File: src/rtl/vga_stream_out.sv
// Ready/valid RGB stream to VGA pins with raster timing and frame alignment.
// Define VGA_TEST_PATTERN_EN to add colour bar / checker / grey test patterns.
module vga_stream_out #(
    parameter int H_ACTIVE   = 640,
    parameter int H_FP       = 16,
    parameter int H_SYNC     = 96,
    parameter int H_BP       = 48,
    parameter int V_ACTIVE   = 480,
    parameter int V_FP       = 10,
    parameter int V_SYNC     = 2,
    parameter int V_BP       = 33,
    parameter int FIFO_DEPTH = 16
) (
    input  logic        clk_clk,
    input  logic        reset_reset,
    input  logic [23:0] snk_data,
    input  logic        snk_valid,
    input  logic        snk_sop,
    output logic        snk_ready,
    input  logic [3:0]  vga_sw,
    output logic [7:0]  vga_red,
    output logic [7:0]  vga_green,
    output logic [7:0]  vga_blue,
    output logic        vga_hs,
    output logic        vga_vs,
    output logic        vga_sync,
    output logic        vga_blank,
    output logic [15:0] underflow_cnt
);
    localparam int H_TOTAL = H_ACTIVE + H_FP + H_SYNC + H_BP;
    localparam int V_TOTAL = V_ACTIVE + V_FP + V_SYNC + V_BP;
    localparam int HW = $clog2(H_TOTAL);
    localparam int VW = $clog2(V_TOTAL);
    localparam int AW = $clog2(FIFO_DEPTH);

    localparam logic [HW-1:0] H_LAST = HW'(H_TOTAL - 1);
    localparam logic [HW-1:0] H_ACT  = HW'(H_ACTIVE);
    localparam logic [HW-1:0] HS_BEG = HW'(H_ACTIVE + H_FP);
    localparam logic [HW-1:0] HS_END = HW'(H_ACTIVE + H_FP + H_SYNC);
    localparam logic [VW-1:0] V_LAST = VW'(V_TOTAL - 1);
    localparam logic [VW-1:0] V_ACT  = VW'(V_ACTIVE);
    localparam logic [VW-1:0] VS_BEG = VW'(V_ACTIVE + V_FP);
    localparam logic [VW-1:0] VS_END = VW'(V_ACTIVE + V_FP + V_SYNC);

    typedef enum logic {ALIGN, RUN} state_t;

    state_t        state_q, state_d;
    logic [HW-1:0] h_q, h_d;
    logic [VW-1:0] v_q, v_d;
    logic [24:0]   mem_q [FIFO_DEPTH];
    logic [AW:0]   wr_q, rd_q;
    logic [15:0]   uf_q;
    logic          hs_q, vs_q, blank_q;
    logic [23:0]   rgb_q, rgb_d;
    logic [24:0]   head;
    logic          empty, full, push, pop, show, uf_hit;
    logic          active, origin, frame_end;

    assign empty     = wr_q == rd_q;
    assign full      = (wr_q[AW] != rd_q[AW]) && (wr_q[AW-1:0] == rd_q[AW-1:0]);
    assign head      = mem_q[rd_q[AW-1:0]];
    assign push      = snk_valid && !full;
    assign snk_ready = !full;
    assign active    = (h_q < H_ACT) && (v_q < V_ACT);
    assign origin    = (h_q == '0) && (v_q == '0);
    assign frame_end = (h_q == H_LAST) && (v_q == V_LAST);

    always_comb begin
        h_d = (h_q == H_LAST) ? '0 : h_q + 1'b1;
        v_d = v_q;
        if (h_q == H_LAST) begin
            v_d = (v_q == V_LAST) ? '0 : v_q + 1'b1;
        end
    end

    // A sop at the head must coincide with the origin; any disagreement realigns.
    always_comb begin
        state_d = state_q;
        pop     = 1'b0;
        show    = 1'b0;
        uf_hit  = 1'b0;
        unique case (state_q)
            ALIGN: begin
                if (!empty) begin
                    if (!head[24]) begin
                        pop = 1'b1;
                    end else if (frame_end) begin
                        state_d = RUN;
                    end
                end
            end
            RUN: begin
                if (active) begin
                    if (empty) begin
                        uf_hit  = 1'b1;
                        state_d = ALIGN;
                    end else if (head[24] != origin) begin
                        pop     = origin;
                        state_d = ALIGN;
                    end else begin
                        pop  = 1'b1;
                        show = 1'b1;
                    end
                end
            end
            default: state_d = ALIGN;
        endcase
    end

`ifdef VGA_TEST_PATTERN_EN
    logic [2:0]  bar;
    logic [23:0] pat;

    always_comb begin
        bar = 3'(h_q / HW'(H_ACTIVE / 8));
        case (vga_sw)
            4'd1:    pat = {{8{~bar[1]}}, {8{~bar[2]}}, {8{~bar[0]}}};
            4'd2:    pat = (h_q[3] ^ v_q[3]) ? 24'hFFFFFF : 24'h000000;
            4'd3:    pat = 24'h808080;
            default: pat = 24'h000000;
        endcase
        rgb_d = '0;
        if (active) begin
            rgb_d = (vga_sw != 4'd0) ? pat : (show ? head[23:0] : 24'h0);
        end
    end
`else
    logic unused_sw;
    assign unused_sw = ^vga_sw;

    always_comb begin
        rgb_d = '0;
        if (show) begin
            rgb_d = head[23:0];
        end
    end
`endif

    always_ff @(posedge clk_clk) begin
        if (push) begin
            mem_q[wr_q[AW-1:0]] <= {snk_sop, snk_data};
        end
    end

    always_ff @(posedge clk_clk or posedge reset_reset) begin
        if (reset_reset) begin
            state_q <= ALIGN;
            h_q     <= '0;
            v_q     <= '0;
            wr_q    <= '0;
            rd_q    <= '0;
            uf_q    <= '0;
            hs_q    <= 1'b1;
            vs_q    <= 1'b1;
            blank_q <= 1'b0;
            rgb_q   <= '0;
        end else begin
            state_q <= state_d;
            h_q     <= h_d;
            v_q     <= v_d;
            if (push) wr_q <= wr_q + 1'b1;
            if (pop) rd_q <= rd_q + 1'b1;
            if (uf_hit && uf_q != 16'hFFFF) uf_q <= uf_q + 1'b1;
            hs_q    <= !((h_q >= HS_BEG) && (h_q < HS_END));
            vs_q    <= !((v_q >= VS_BEG) && (v_q < VS_END));
            blank_q <= active;
            rgb_q   <= rgb_d;
        end
    end

    assign vga_red       = rgb_q[23:16];
    assign vga_green     = rgb_q[15:8];
    assign vga_blue      = rgb_q[7:0];
    assign vga_hs        = hs_q;
    assign vga_vs        = vs_q;
    assign vga_sync      = 1'b0;
    assign vga_blank     = blank_q;
    assign underflow_cnt = uf_q;
endmodule

File: config.mk
export PLATFORM = sky130hd
export DESIGN_NAME = vga_stream_out
export DESIGN_NICKNAME = d
export VERILOG_FILES = /design/src/rtl/vga_stream_out.sv
export SDC_FILE = /design/constraint.sdc
export NUM_CORES = 1
export LEC_CHECK = 0
export BUFFER_PORTS_ARGS = -buffer_cell sky130_fd_sc_hd__buf_2
export CAP_MARGIN = 30
export CELL_PAD_IN_SITES_DETAIL_PLACEMENT = 1
export CELL_PAD_IN_SITES_GLOBAL_PLACEMENT = 2
export CORE_ASPECT_RATIO = 2
export CORE_MARGIN = 3
export CORE_UTILIZATION = 52
export DETAILED_ROUTE_END_ITERATION = 7
export GPL_TIMING_DRIVEN = 0
export PLACE_DENSITY_LB_ADDON = 0.1
export SLEW_MARGIN = 5
export SYNTH_ARGS = -nofsm -noshare
export SYNTH_HDL_FRONTEND = slang
export SYNTH_SLANG_ARGS = --single-unit
File: constraint.sdc
create_clock -name clk_clk -period 8 [get_ports clk_clk]
set_clock_uncertainty 0.1 [all_clocks]
set_input_delay 2.4 -clock clk_clk [delete_from_list [all_inputs] [get_ports clk_clk]]
set_output_delay 2.4 -clock clk_clk [all_outputs]
set_load 0.05 [all_outputs]
==> After elaboration in Yosys (flattened, before gate mapping) <==
Memories as Yosys holds them, arrays and structs flattened.
Index checks and enable logic that the tools add are counted.
{ "classes": {"n_addsub": 5, "n_mul": 0, "n_div": 0, "magnitude_cmp": 6, "n_eq_ne": 7, "shift": 0, "muxes": 23, "bitwise": 1, "reduce_logical": 13} }
{ "op_table": {"columns": ["op", "count"], "rows": [
  ["$mux 24", 1],
  ["$add 10x1->10 const B", 2],
  ["$eq 10x10->1 const B", 2],
  ["$logic_not 10->1", 2],
  ["$lt 10x10->1 const B", 2],
  ["$lt 10x9->1 const B", 2],
  ["$mux 10", 2],
  ["$mux 1", 18],
  ["$add 16x1->16 const B", 1],
  ["$ne 16x16->1 const B", 1],
  ["$add 5x1->5 const B", 2],
  ["$ge 10x10->1 const B", 1],
  ["$ge 10x9->1 const B", 1],
  ["$logic_and 1x1->1", 8],
  ["$eq 5x5->1", 1],
  ["$eq 4x4->1", 1],
  ["$pmux 1 s2", 2],
  ["$logic_not 1->1", 3],
  ["$ne 1x1->1", 2],
  ["$not 1->1", 1]
]} }
{ "word_totals": {"register_bits": 74, "latchBits": 0, "ram_bits": 400, "mem_bits_ro": 0, "in_bits": 32, "output_inout_bits": 45, "memories": 1} }
{ "mem_list": {"columns": ["name", "depth", "width", "rd", "rd_ports_with_merged_regs", "wr", "line", "rtl"], "rows": [
  ["mem_q", 16, 25, 1, 0, 1, "50", "logic [24:0] mem_q [FIFO_DEPTH];"]
]} }

==> Longest topological paths before layout <==
Gate-level depths: netlist of the first run.
{ "depth": {"ltp_word": 8, "depth_mapped": 10} }

==> Worst setup path after synthesis of the first run <==
No wires, ideal clock.
{ "synth_path": {"path_kind": "input to register", "start": "in snk_valid", "end": "mem mem_q[3][0], enable pin", "setup_ns": 0.438, "arrival_time_ns": 4.618, "slack_ns": 2.844, "path_stages": 3, "path_buffers": 0, "path_cell_list": "a21boi_2 > nand2_1 > nor3_1"} }
{ "synth_via": {"elab_chain_len": 3} }
{ "synth_lines": {"columns": ["element", "line", "rtl"], "rows": [
  ["start, declared", "17", "input logic snk_valid,"],
  ["$logic_and 1x1->1", "62", "assign push = snk_valid && !full;"],
  ["$mux 1", "140", "if (push) begin"],
  ["$mux 1 (not written as such)", "141", "mem_q[wr_q[AW-1:0]] <= {snk_sop, snk_data};"],
  ["end, declared", "50", null]
]} }
No other way between the ends.

==> Final worst setup path of the first run <==
{ "layout_path": {"start": "reg rd_q[2]", "end": "out snk_ready"} }
{ "layout_via": {"elab_chain_len": 3} }
{ "layout_lines": {"columns": ["element", "line", "rtl"], "rows": [
  ["start, declared", "51", "logic [AW:0] wr_q, rd_q;"],
  ["start signal, assigned", "162", "if (pop) rd_q <= rd_q + 1'b1;"],
  ["$eq 4x4->1", "60", "assign full = (wr_q[AW] != rd_q[AW]) && (wr_q[AW-1:0] == rd_q[AW-1:0]);"],
  ["$logic_and 1x1->1", "60", null],
  ["$logic_not 1->1", "63", "assign snk_ready = !full;"],
  ["end, declared", "19", "output logic snk_ready,"]
]} }
No other way between the ends.

==> flow_summary.toml, run 1 <==
[global_routing]
grt_pass1_wl_um = 66340
grt_use_met1_pct = 29.69
grt_busiest_layer = "met2"
grt_overflow = 0
grt_use_met3_pct = 2.706
grt.met2_usage_pct = 43.75
grt_pass1_vias = 10090
track_usage_pct = 23.90
antenna_found_initial = 1
grt_max_degree = 46

[pwr]
combPwrFrac_pct = 27.1
p_sw_share_pct = 27.80
leakage_nw = 7.437
p_seq_share_pct = 42.4
p_per_area_mw_per_mm2 = 329.3
intPower_w = 0.005092
total_power_w = 0.007053
p_switching_w = 0.001961
peakVddDrop_mv = 0.2225
clkPwrFrac_pct = 30.6

[drt]
viasPerCell = 6.104
drt-initial-drc-count = 664
wl_um = 44070
vias = 9186
drc_errors = 0
first_pass_iters = 6
antenna_left = 0
wl_per_cell_um = 29.28

[clock_network]
cts_tree = "yes"
hold_buffers = 0
cts_setup_buffers = 0
cts_root_buf = "clkbuf_16"
cts_resized = 0
ctsLongestPathBuffers = 3
cts_buffers = 41
clk_pin_slew_ps = 60
clock_latency_ps = 560
cts_sinks = 474
ctsHtreeMaxLevel = 2

[place]
placed_area_mm2 = 0.01995
hpwl_um = 28880
finalWeightedCongestion = 0.7580
io_buffers = 71

[die]
rows = 97
die_w_um = 139.2
die_y_um = 272.5
core_area_mm2 = 0.03507
io_pins = 77
die-area_mm2 = 0.03794
initial_utilization_pct = 52.64

[flow_run]
drv_cap = 0

[synth]
synth-seq-area-share_pct = 75.10
syn_avg_cell_area_um2 = 20.81
synth_top_flop_cell = "edfxtp_1"
ys_types = 49
syn-cell-area_mm2 = 0.01846
syn_nets = 930
syn_inst = 887
synth_edf_count = 400
synth_seq_cells = 474
ys_warn_count = 0
synth-async-reset-ratio_pct = 15.61

[layout]
utilization_pct = 61.07
fillers = 2904
fin_area_mm2 = 0.02142
area_growth_pct = 16.01
nets = 1069
layout-drive-gt1-share_pct = 30.12
layout_common_cells = "edfxtp_1, mux4_2, buf_2, dfrtp_1, clkbuf_16"
final_common_cell = "edfxtp_1"

[critical_path]
reg2reg_depth = 10
critPathCaptureType = "primary output"
start_kind = "register"
required_ps = 5500
path_class = "register to primary output"
worstPathArrival_ps = 2330
worstPathMaxFanout = 10

[timing]
finalSetupViolCount = 0
drv_slew = 0
finalCritPeriodShare_pct = 60.41
setup_tns_ps = 0
rsz0062_at_grt = "no"
fmax_ghz = 0.2069
slew_headroom_pct = 35.59
whs_ps = 389.0
worst_pin_slew_ps = 966.2
final_hold_viol_count = 0
finalCriticalPeriod_ps = 4833

[hold_path]
holdCritPathClass = "register to register"
hold_depth = 1

[outcome]
status = "finished clean"
critical path, cell delays in order, from the launching register on:
cell,delay [ps]
dfrtp_1,320
clkbuf_1,230
buf_2,440
xor2_1,170
nor4_4,290
nand2_1,110
buf_2,220
Yosys cell counts, types with 2 or more instances:
cell type  instances  area share [%]
xor2_1            27             1.3
nand4_1            7            0.24
nor4_1             6            0.20
buf_2             15            0.41
mux4_1             3            0.43
nand2b_1           4            0.14
inv_1             13            0.26
buf_1              2           0.041
ha_1              11            0.75
edfxtp_1         400              65
nor4b_1            3            0.14
dfrtp_1           72             9.8
or4_1              3            0.12
o21ai_1            3           0.081
and3_1             7            0.24
and4_1             3            0.14
xnor2_1           12            0.57
dfstp_2            2            0.28
and2_1             2           0.068
clkbuf_1          26            0.53
nand2_1           24            0.49
nor2_1            21            0.43
a21oi_1            5            0.14
nor3_1            18            0.49
o31ai_1            2           0.081
o21ai_0            6            0.16
nor3b_1            2           0.081
nor2b_1           26            0.88
nand3_1           21            0.57
mux4_2           122              15
path summary, 6_finish.rpt:
kind | start | end | slack [ps]
max | rd_q[2] | snk_ready | 3170
min | underflow_cnt[12] | underflow_cnt[12] | 390
max reg2reg | rd_q[2] | mem_q[1][16] | 4130
min reg2reg | underflow_cnt[12] | underflow_cnt[12] | 390
max in group asynchronous | reset_reset | vga_vs | 5370
min in group asynchronous | reset_reset | rgb_q[23] | 1760
per-stage QoR:
| stage | worst slack [ps] | std cells |
|---|---|---|
| 2_1_floorplan | 2844 | 887 |
| 3_3_place_gp | 330.3 | 1403 |
| 3_5_place_dp | 2958 | 1428 |
| 4_1_cts | 3075 | 1504 |
| 5_1_grt | 2971 | 1504 |
| 6_report | 3167 | 1505 |
flip-flops by register name, summed over array words and instances, names as in the netlist:
| register | count |
|---|---|
| vga_hs | 1 |
| wr_q | 5 |
| h_q | 10 |
| vga_vs | 1 |
| v_q | 10 |
| rd_q | 5 |
| mem_q | 400 |
| rgb_q | 24 |
| underflow_cnt | 16 |
| state_q | 1 |
| vga_blank | 1 |
power groups by stage:
stage | Sequential [W] | Clock (W) | Combinational (W)
final | 0.00299 | 0.00216 | 0.00191
after global routing | 0.00300 | 0.00229 | 0.00203
after CTS | 0.00299 | 0.00220 | 0.00195
after detailed placement | 0.00304 | 0 | 0.00194
after global placement | 0.00304 | 0 | 0.00180
after floorplan | 0.00302 | 0 | 0.00130
routing by layer:
layer  routed length [um]  part of all wire [%]
met1                15890                    36
met2                24430                    55
met3                 2397                   5.4
met4                 1354                   3.1
met5                    0                     0
area by class of cell:
cell class	instances	area (um2)	share of cell area, %
clock buffers	50	1091	5.094
clock inverters	26	375.4	1.752
well taps	445	556.8	2.599
inverters	13	51.30	0.2395
plain buffers	45	198.9	0.9288
flip-flops and latches	474	13870	64.74
repair buffers	96	825.8	3.855
multi-input cells	355	4452	20.78
diodes	1	2.502	0.01168
kinds of logic after synthesis:
family	share of synthesized area (%)
and+or+nand+nor	4.507
buffers and inverters	1.342
AOI/OAI and AO/OA	0.9285
DFF	75.10
muxes	15.51
adders and majority gates	0.7454
xor gates and xnor gates	1.850
other	0.02031
Power figures use the tool's default switching activity.
==> run 2: changes to the inputs <==
--- a/config.mk
+++ b/config.mk
@@ -11,7 +11,7 @@
 export CELL_PAD_IN_SITES_GLOBAL_PLACEMENT = 2
 export CORE_ASPECT_RATIO = 2
 export CORE_MARGIN = 3
-export CORE_UTILIZATION = 52
+export CORE_UTILIZATION = 48
 export DETAILED_ROUTE_END_ITERATION = 7
 export GPL_TIMING_DRIVEN = 0
 export PLACE_DENSITY_LB_ADDON = 0.1
==> constraint.sdc (replaced) <==
create_clock -name clk_clk -period 4.53 [get_ports clk_clk]
set_clock_uncertainty 0.1 [all_clocks]
set_input_delay 1.359 -clock clk_clk [delete_from_list [all_inputs] [get_ports clk_clk]]
set_output_delay 1.359 -clock clk_clk [all_outputs]
set_load 0.05 [all_outputs]
==> run 2 against run 1 <==
Net effect:
- core utilization down 4.9 points
- first-iteration DRC count is 11% lower
- global-route usage shrank 1.9 points
- sequential power increased by 76%
- combinational power grew 76%
- flip-flop and latch count did not move
- die area is 8.1% higher
- via count shrank 1.7%
- cell count rose by 4.8%
- register-to-register slack got worse by 3300 ps
==> flow_summary.toml, run 2 (synthesis results as in run 1) <==
[clock_network]
hold_buffers = 0
clk_pin_slew_ps = 70
cts_sinks = 474
clock_latency_ps = 560
ctsHtreeMaxLevel = 2
cts_tree = "yes"
cts_buffers = 42
cts_resized = 0
cts_root_buf = "clkbuf_16"
ctsLongestPathBuffers = 3
cts_setup_buffers = 0

[timing]
finalCriticalPeriod_ps = 3766
finalCritPeriodShare_pct = 83.13
finalSetupViolCount = 0
whs_ps = 391.3
fmax_ghz = 0.2655
worst_pin_slew_ps = 1000
rsz0062_at_grt = "no"
final_hold_viol_count = 0
slew_headroom_pct = 33.32
drv_slew = 0

[global_routing]
grt_pass1_vias = 9878
grt_overflow = 0
track_usage_pct = 21.99
grt_pass1_wl_um = 65160
grt_max_degree = 48
antenna_found_initial = 1

[pwr]
peakVddDrop_mv = 0.3826
p_per_area_mw_per_mm2 = 571.2
leakage_nw = 7.392

[die]
io_pins = 77
die_y_um = 283.4
initial_utilization_pct = 48.54
core_area_mm2 = 0.03804
die_w_um = 144.7
rows = 101
die-area_mm2 = 0.04100

[critical_path]
ff2ff_setup_slack_ps = 830
start_kind = "register"
critPathCaptureType = "primary output"
worstPathArrival_ps = 2310
worstPathMaxFanout = 10
required_ps = 3070
path_class = "register to primary output"

[drt]
vias = 9032
antenna_left = 0
first_pass_iters = 5
drt-initial-drc-count = 590
drc_errors = 0
wl_per_cell_um = 27.64
wl_um = 43590
viasPerCell = 5.727

[hold_path]
holdCritPathClass = "register to register"

[layout]
final_common_cell = "edfxtp_1"
fin_area_mm2 = 0.02138
fillers = 3298
nets = 1072
area_growth_pct = 15.79
layout_common_cells = "edfxtp_1, mux4_2, buf_2, dfrtp_1, clkbuf_16"
n_antenna_cell = 0
largest_reg_flops = 400
layout-drive-gt1-share_pct = 30.60

[place]
finalWeightedCongestion = 0.7372
placed_area_mm2 = 0.01999
hpwl_um = 28480
io_buffers = 71

[flow_run]
drv_cap = 0

[outcome]
status = "finished clean"
run 2: changes by cell type in the layout (fill, tap and decap cells not counted), moves of 3 or more:
cell	before	now
clkinv_1	10	4
clkbuf_1	33	36
buf_12	3	8
clkinv_2	2	7
buf_16	10	5
bufinv_16	9	4
run 2: cell type report:
class                      count  area, um2  share of cell area (%)
tap                          515      644.4                   3.014
clock inverter                22      236.5                   1.106
inverter                      13      51.30                  0.2400
buffer                        45      198.9                  0.9306
timing repair buffer          98      799.5                   3.740
clock buffer                  55       1130                   5.285
multi-input combinational    355       4452                   20.82
sequential                   474      13870                   64.86
run 2: worst max-delay path, stage by stage, from the launching register on:
cell      delay (ps)
dfrtp_1          330
clkbuf_1         230
buf_2            430
xor2_1           170
nor4_4           290
nand2_1          100
buf_2            220
run 2: metrics by stage:
step	total power [W]	setup slack (ps)	utilization (%)	std cells	setup TNS, ps
3_5_place_dp	0.008791	757.8	52.55	1498	0
2_1_floorplan	0.007630	414.7	-	887	0
6_report	0.01221	764.0	56.20	1577	0
5_1_grt	0.01273	559.2	56.20	1577	0
4_1_cts	0.01239	644.2	56.14	1575	0
3_3_place_gp	0.008580	-2330	51.17	1473	-412140
run 2: power breakdown:
group	internal (W)	total [W]	leakage [nW]	switching, W
clock	0.00200	0.00357	0.666	0.00157
combinational	0.00160	0.00337	2.13	0.00177
sequential	0.00515	0.00527	4.60	0.000122
run 2: worst paths after layout:
path | start | endpoint | depth (start not counted)
max | rd_q[2] | snk_ready | 6
min | underflow_cnt[7] | underflow_cnt[7] | 1
max reg2reg | rd_q[2] | mem_q[0][14] | 9
min reg2reg | underflow_cnt[7] | underflow_cnt[7] | 1
max in group asynchronous | reset_reset | vga_hs | 3
min in group asynchronous | reset_reset | rgb_q[12] | 2
run 2: metal layers:
| layer | wire [um] | vias up | part of all wire (%) | GRT usage [%] |
|---|---|---|---|---|
| li1 | - | 3871 | - | - |
| met2 | 24500 | 229 | 56 | 40.18 |
| met3 | 1840 | 65 | 4.2 | 2.753 |
| met5 | 9 | - | 0.021 | 0 |
| met1 | 16210 | 4865 | 37 | 27.35 |
| met4 | 1033 | 2 | 2.4 | 5.649 |
